**config.mk**
```make
export PLATFORM = sky130hd
export DESIGN_NAME = pipe_stage_reg
export DESIGN_NICKNAME = d
export VERILOG_FILES = /design/src/rtl/pipe_stage_reg.sv
export SDC_FILE = /design/constraint.sdc
export NUM_CORES = 1
export LEC_CHECK = 0
export CAP_MARGIN = 15
export CORE_MARGIN = 2
export CORE_UTILIZATION = 48
export DETAILED_ROUTE_END_ITERATION = 10
export GPL_TIMING_DRIVEN = 0
export PLACE_DENSITY = 0.85
export SLEW_MARGIN = 20
export SYNTH_ARGS = -nofsm -noshare
export SYNTH_HDL_FRONTEND = slang
export SYNTH_SLANG_ARGS = --single-unit
```
**constraint.sdc**
```tcl
create_clock -name clk -period 3.7 [get_ports clk]
set_input_delay 0.555 -clock clk [delete_from_list [all_inputs] [get_ports clk]]
set_output_delay 0.555 -clock clk [all_outputs]
set_load 0.1 [all_outputs]
```
**src/rtl/pipe_stage_reg.sv**
```systemverilog
// pipe_stage_reg: parametrised inter-stage pipeline register with bubble/hold classification and statistics
// Ports:
//   clk, rst         clock and synchronous active-high reset
//   stall            global stall vector (1 = stop); bit STAGE is upstream, bit STAGE+1 is downstream
//   flush            kill in-flight content, overrides any stall
//   in_valid/in_data upstream payload
//   out_valid/out_data registered payload to downstream
//   bubble_cnt, hold_cnt saturating statistics counters
//   stuck            sticky flag: hold persisted STUCK_LIMIT consecutive cycles
//   clr_stats        synchronous clear of counters and stuck
module pipe_stage_reg #(
  parameter int unsigned DATA_W = 64,
  parameter int unsigned STALL_W = 6,
  parameter int unsigned STAGE = 4,
  parameter bit CLR_ON_BUBBLE = 1'b1,
  parameter logic [DATA_W-1:0] RST_VAL = '0,
  parameter int unsigned CNT_W = 16,
  parameter int unsigned STUCK_LIMIT = 1024
) (
  input  logic               clk,
  input  logic               rst,
  input  logic [STALL_W-1:0] stall,
  input  logic               flush,
  input  logic               in_valid,
  input  logic [DATA_W-1:0]  in_data,
  output logic               out_valid,
  output logic [DATA_W-1:0]  out_data,
  output logic [CNT_W-1:0]   bubble_cnt,
  output logic [CNT_W-1:0]   hold_cnt,
  output logic               stuck,
  input  logic               clr_stats
);
  localparam logic [CNT_W-1:0] MAX = '1;
  localparam logic [CNT_W-1:0] LIM = CNT_W'(STUCK_LIMIT);
  localparam logic [CNT_W-1:0] ONE = CNT_W'(1);
  if (STAGE >= STALL_W) begin : g_bad
    $error("pipe_stage_reg: STAGE must be below STALL_W");
  end
  logic up_stop, dn_stop, bubble, hold, unused_ok;
  assign up_stop = stall[STAGE];
  // The last stage has no consumer bit, so it can never be held from below.
  if (STAGE + 1 < STALL_W) begin : g_dn
    assign dn_stop = stall[STAGE+1];
  end else begin : g_top
    assign dn_stop = 1'b0;
  end
  assign unused_ok = ^stall;
  logic              valid_q, valid_d, stuck_q, stuck_d;
  logic [DATA_W-1:0] data_q, data_d;
  logic [CNT_W-1:0]  bcnt_q, bcnt_d, hcnt_q, hcnt_d, age_q, age_d;
  // Flush suppresses classification so counters never move on a flush cycle.
  assign bubble = ~flush & up_stop & ~dn_stop;
  assign hold = ~flush & up_stop & dn_stop;
  always_comb begin
    valid_d = (flush | bubble) ? 1'b0 : up_stop ? valid_q : in_valid;
    data_d = (flush | bubble) ? (CLR_ON_BUBBLE ? RST_VAL : data_q) : up_stop ? data_q : in_data;
    bcnt_d = clr_stats ? '0 : (bubble && bcnt_q != MAX) ? bcnt_q + ONE : bcnt_q;
    hcnt_d = clr_stats ? '0 : (hold && hcnt_q != MAX) ? hcnt_q + ONE : hcnt_q;
    age_d = (clr_stats || !hold) ? '0 : (age_q == LIM) ? age_q : age_q + ONE;
    stuck_d = ~clr_stats & (stuck_q | (hold & (age_d == LIM)));
  end
  always_ff @(posedge clk) begin
    if (rst) begin
      valid_q <= 1'b0;
      data_q <= RST_VAL;
      bcnt_q <= '0;
      hcnt_q <= '0;
      age_q <= '0;
      stuck_q <= 1'b0;
    end else begin
      valid_q <= valid_d;
      data_q <= data_d;
      bcnt_q <= bcnt_d;
      hcnt_q <= hcnt_d;
      age_q <= age_d;
      stuck_q <= stuck_d;
    end
  end
  assign out_valid = valid_q;
  assign out_data = data_q;
  assign bubble_cnt = bcnt_q;
  assign hold_cnt = hcnt_q;
  assign stuck = stuck_q;
endmodule

```
Word-level counts from Yosys, hierarchy flattened
Cells that the tools add are included.

storage, ports and cells
  register bits = 114
  input port bits = 75
  output and inout bits = 98

cells by class
  $add $sub $neg = 3
  eq/ne operators = 4
  muxes and demuxes = 2
  bitwise operators = 10
  reduce and logical (&&, ||, !) cells = 6

operator list
  kind                                                   number
  adder 16 x 1 -> 16 bit, second input constant          3
  equality test 16 x 11 -> 1 bit, second input constant  2
  two-way mux 16 bit                                     2
  != test 16 bit, second input constant                  2
  AND 1 bit                                              5
  OR reduction 2 bit                                     2
  NOT 1 bit                                              3
  logical AND 1 bit                                      2
  bitwise OR 1 bit                                       2
  logical NOT 1 bit                                      1
  logical OR 1 bit                                       1

Depth between registers and ports, before layout
  depth in word-level cells = 10
  mapped depth = 8

Worst setup path after synthesis
Ideal clock, no wire load.

  path kind = register to register
  start = register bcnt_q[0] (netlist: bubble_cnt[0])
  end = register bcnt_q[14] (netlist: bubble_cnt[14])
  arrival time = 2.326 ns
  slack = 1.257 ns
  stages on the path, launching flop included = 8
  clock period less this slack = 2.443 ns
  cell sequence = dfxtp_1 -> ha_1 -> nand4_1 -> or4_4 -> and2_4 -> nand3_1 -> xor2_1 -> nor2_1

on the way
  word-level cells in the longest chain between the ends = 2

RTL lines
  item                                                            RTL line  RTL
  start, declared                                                 50        logic [CNT_W-1:0] bcnt_q, bcnt_d, hcnt_q, hcnt_d, age_q, age_d;
  start signal, assigned                                          73        bcnt_q <= bcnt_d;
  branches (longest 2 deep; another with adder 16 x 1 -> 16 bit)  n/a

Parallel ways; which one is timed is not known.
A chain may end at the register's enable or synchronous reset.

Worst setup path after layout
  start = register bcnt_q[7] (netlist: bubble_cnt[7])
  end = output port bubble_cnt[7]

RTL lines
  item           RTL line  RTL
  end, declared  28        output logic [CNT_W-1:0] bubble_cnt,

No word-level cell between the ends.

==> flow_metrics.env <==
export IMPL_timing_slew_headroom=0.3070
export IMPL_htree_levels=4
export IMPL_numCtsBuffers=17
export IMPL_clock_skew_ns=0.006170
export IMPL_synth_area_um2=4765
export IMPL_top_layer_used="met4"
export IMPL_io_buffers=167
export IMPL_power_density_nw_per_um2=451.6
export IMPL_post_cts_setup_buffer_count=0
export IMPL_ys_top_cells_by_area="dfxtp_1, mux2i_1, nor2_1, xnor2_1, nand3_1"
export IMPL_routed_via_density=5.244
export IMPL_r2r_cells=7
export IMPL_path_clk_slew_ns=0.05
export IMPL_fp_row_count=36
export IMPL_synthSimpleGateAreaFrac=0.2306
export IMPL_wl_met1_um=5039
export IMPL_met2_length_um=6559
export IMPL_final_cells=848
export IMPL_cts_sinks=114
export IMPL_cts_root_buffer="clkbuf_8"
export IMPL_synth_top_area_cell="dfxtp_1"
export IMPL_crit_buf_inv=1
export IMPL_path_depth=1
export IMPL_dieHeight_um=103.6
export IMPL_dp_cells=816
export IMPL_grt_ovfl_total=0
export IMPL_async_flop_share=0
export IMPL_worstReg2RegEnd="stuck"
export IMPL_rsz0062_at_grt="no"
export IMPL_ys_flop_type="dfxtp_1"
export IMPL_drtPass1Iterations=4
export IMPL_dp_hpwl_um=9285
export IMPL_synth_compound_area_frac=0.04412
export IMPL_start_util=0.4920
export IMPL_cp_arrival_ns=2.13
export IMPL_register_area_um2=2282
export IMPL_die_x_um=103.6
export IMPL_tightest_slew_ns=1.036
export IMPL_layout_drive_gt1_share=0.07413
export IMPL_finalCritPeriodShare=0.7266
export IMPL_synth_edf_count=0
export IMPL_ant_nets=0
export IMPL_placed_area_um2=6603
export IMPL_yosysTopAreaCellShare=0.4790
export IMPL_crit_start="bubble_cnt[7]"
export IMPL_ys_warnings_count=0
export IMPL_final_common_cell="clkdlybuf4s50_1"
export IMPL_finish_utilization=0.7413
export IMPL_r2r_start="age_q[0]"
export IMPL_fin_crit_ns=2.688
export IMPL_gp_congestion=0.8873
export IMPL_cts_tree="yes"
export IMPL_holdCritPathClass="reg2reg"
export IMPL_multi_input_area_um2=2308
export IMPL_synth_nets=595
export IMPL_final_cell_mix="clkdlybuf4s50_1, nor2_1, dfxtp_1, mux2i_1, nand3_1"
export IMPL_track_usage=0.2398
export IMPL_final_area_um2=7179
export IMPL_drc=0
export IMPL_outcome="complete, no violations"
export IMPL_core_area_um2=9684
export IMPL_fmax_mhz=372.0
export IMPL_final_hold_viol_count=0
export IMPL_synth_seq_cells=114
export IMPL_grt_pass1_wl_um=20890
export IMPL_finalSetupViolCount=0
export IMPL_synthAdderAreaFrac=0.01050
export IMPL_synth_top_family_by_area="simple AND/OR/NAND/NOR gates"
export IMPL_setup_worst_path_class="reg2out"
export IMPL_fillers=664
export IMPL_area_delta_synth_final_pct=50.68
export IMPL_ys_seq_area_frac=0.4790
export IMPL_p_total_mw=3.242
export IMPL_slew_violations=0
export IMPL_grt_pass1_vias=4466
export IMPL_hold_buffers=0
export IMPL_slowest_delay_ns=1.19
export IMPL_path_delay_family="buffers and inverters"
export IMPL_diodes=0
export IMPL_synthDistinctLibCells=48
export IMPL_dieArea_um2=10740
export IMPL_grt_start_max_net_pins=17
export IMPL_endpoint="bubble_cnt[7]"
export IMPL_cts_resized=0
export IMPL_critPathLaunchType="register"
export IMPL_regToRegSetupSlack_ns=1.60
export IMPL_cp_required_ns=3.14
export IMPL_worstHoldStart="stuck"
export IMPL_drv_cap=0
export IMPL_drt_total_wl_um=13020
export IMPL_synthCells=516
export IMPL_crit_fanout=5
export IMPL_ios=173
export IMPL_dr_total_vias=4447
export IMPL_p_leak_nw=2.720
export IMPL_clk_latency_ns=0.51
export IMPL_critPathCaptureType="primary output"
export IMPL_fin_setup_tns_ns=0
export IMPL_syn_area_per_cell_um2=9.234
export IMPL_dr_first_iter_drc_count=190
export IMPL_synth_mux_area_frac=0.1387
export IMPL_slowest_stage="clkdlybuf4s50_1"
export IMPL_cts_path_max_buffers=2
export IMPL_wl_met3_um=1157
export IMPL_crit_chain="clkdlybuf4s50_1"
export IMPL_synth_xor_area_frac=0.06066
export IMPL_vdd_ir_drop_max_v=0.0003390
export IMPL_nets=781
export IMPL_wl_per_cell_um=15.35
export IMPL_antenna_found_initial=0
## state kept, by name, indices dropped and copies added, names as in the netlist
signal,count
out_valid,1
out_data,64
bubble_cnt,16
age_q,16
hold_cnt,16
stuck,1
## through the flow
stage,hold slack (ns),worst slack (ns)
3_5_place_dp,0.4410,1.100
3_3_place_gp,0.4323,1.169
5_1_grt,0.4749,0.9674
4_1_cts,0.4479,1.007
6_report,0.4405,1.012
2_1_floorplan,0.5272,1.257
## routing by layer
layer / vias up / GRT usage
met3: 34 / 0.1045
met4: 0 / 0.07819
met1: 2086 / 0.2469
li1: 2142 / -
met2: 185 / 0.4361
met5: - / 0
## final cells by class
type,count,share of cell area
inverters,9,0.004705
clock buffers,22,0.06169
multi-input cells,366,0.3215
well taps,133,0.02318
flip-flops and latches,114,0.3179
repair buffers,167,0.2328
plain buffers,27,0.01952
clock inverters,10,0.01865
## worst min-delay path by stage
stage / to / cells after the start / slack [ns]
floorplan: age_q[13] / 2 / 0.53
global placement: stuck / 2 / 0.43
detailed placement: stuck / 2 / 0.44
CTS: stuck / 2 / 0.45
global route: stuck / 2 / 0.47
finish: stuck / 2 / 0.44
## synthesized netlist by cell type (4+ instances only)
library cell,count
o21ai_0,10
inv_1,9
ha_1,4
clkbuf_1,8
nand2_1,22
mux2i_1,66
xor2_1,11
buf_1,4
a21oi_1,13
nand3_1,24
dfxtp_1,114
nand4_1,15
xnor2_1,22
or3_2,4
nor3_1,5
nor2_1,121
buf_2,8
or3_1,8
## report_power, final
part	internal, mW	total [mW]	leakage, nW	switching [mW]
registers	1.25	1.26	0.923	0.0132
clock network	1.04	1.58	0.279	0.545
logic	0.144	0.395	1.52	0.250
## logic make-up (layout without fill, tap and decap cells)
family,count (synthesis),in the layout
XOR/XNOR,33,33
adder cells (fa/ha/maj),4,4
flip-flops,114,114
multiplexers,66,66
buffers and inverters,36,235
AND/OR/NAND/NOR,228,228
AO/OA/AOI/OAI,35,35
(Power assumes the default switching activity.)
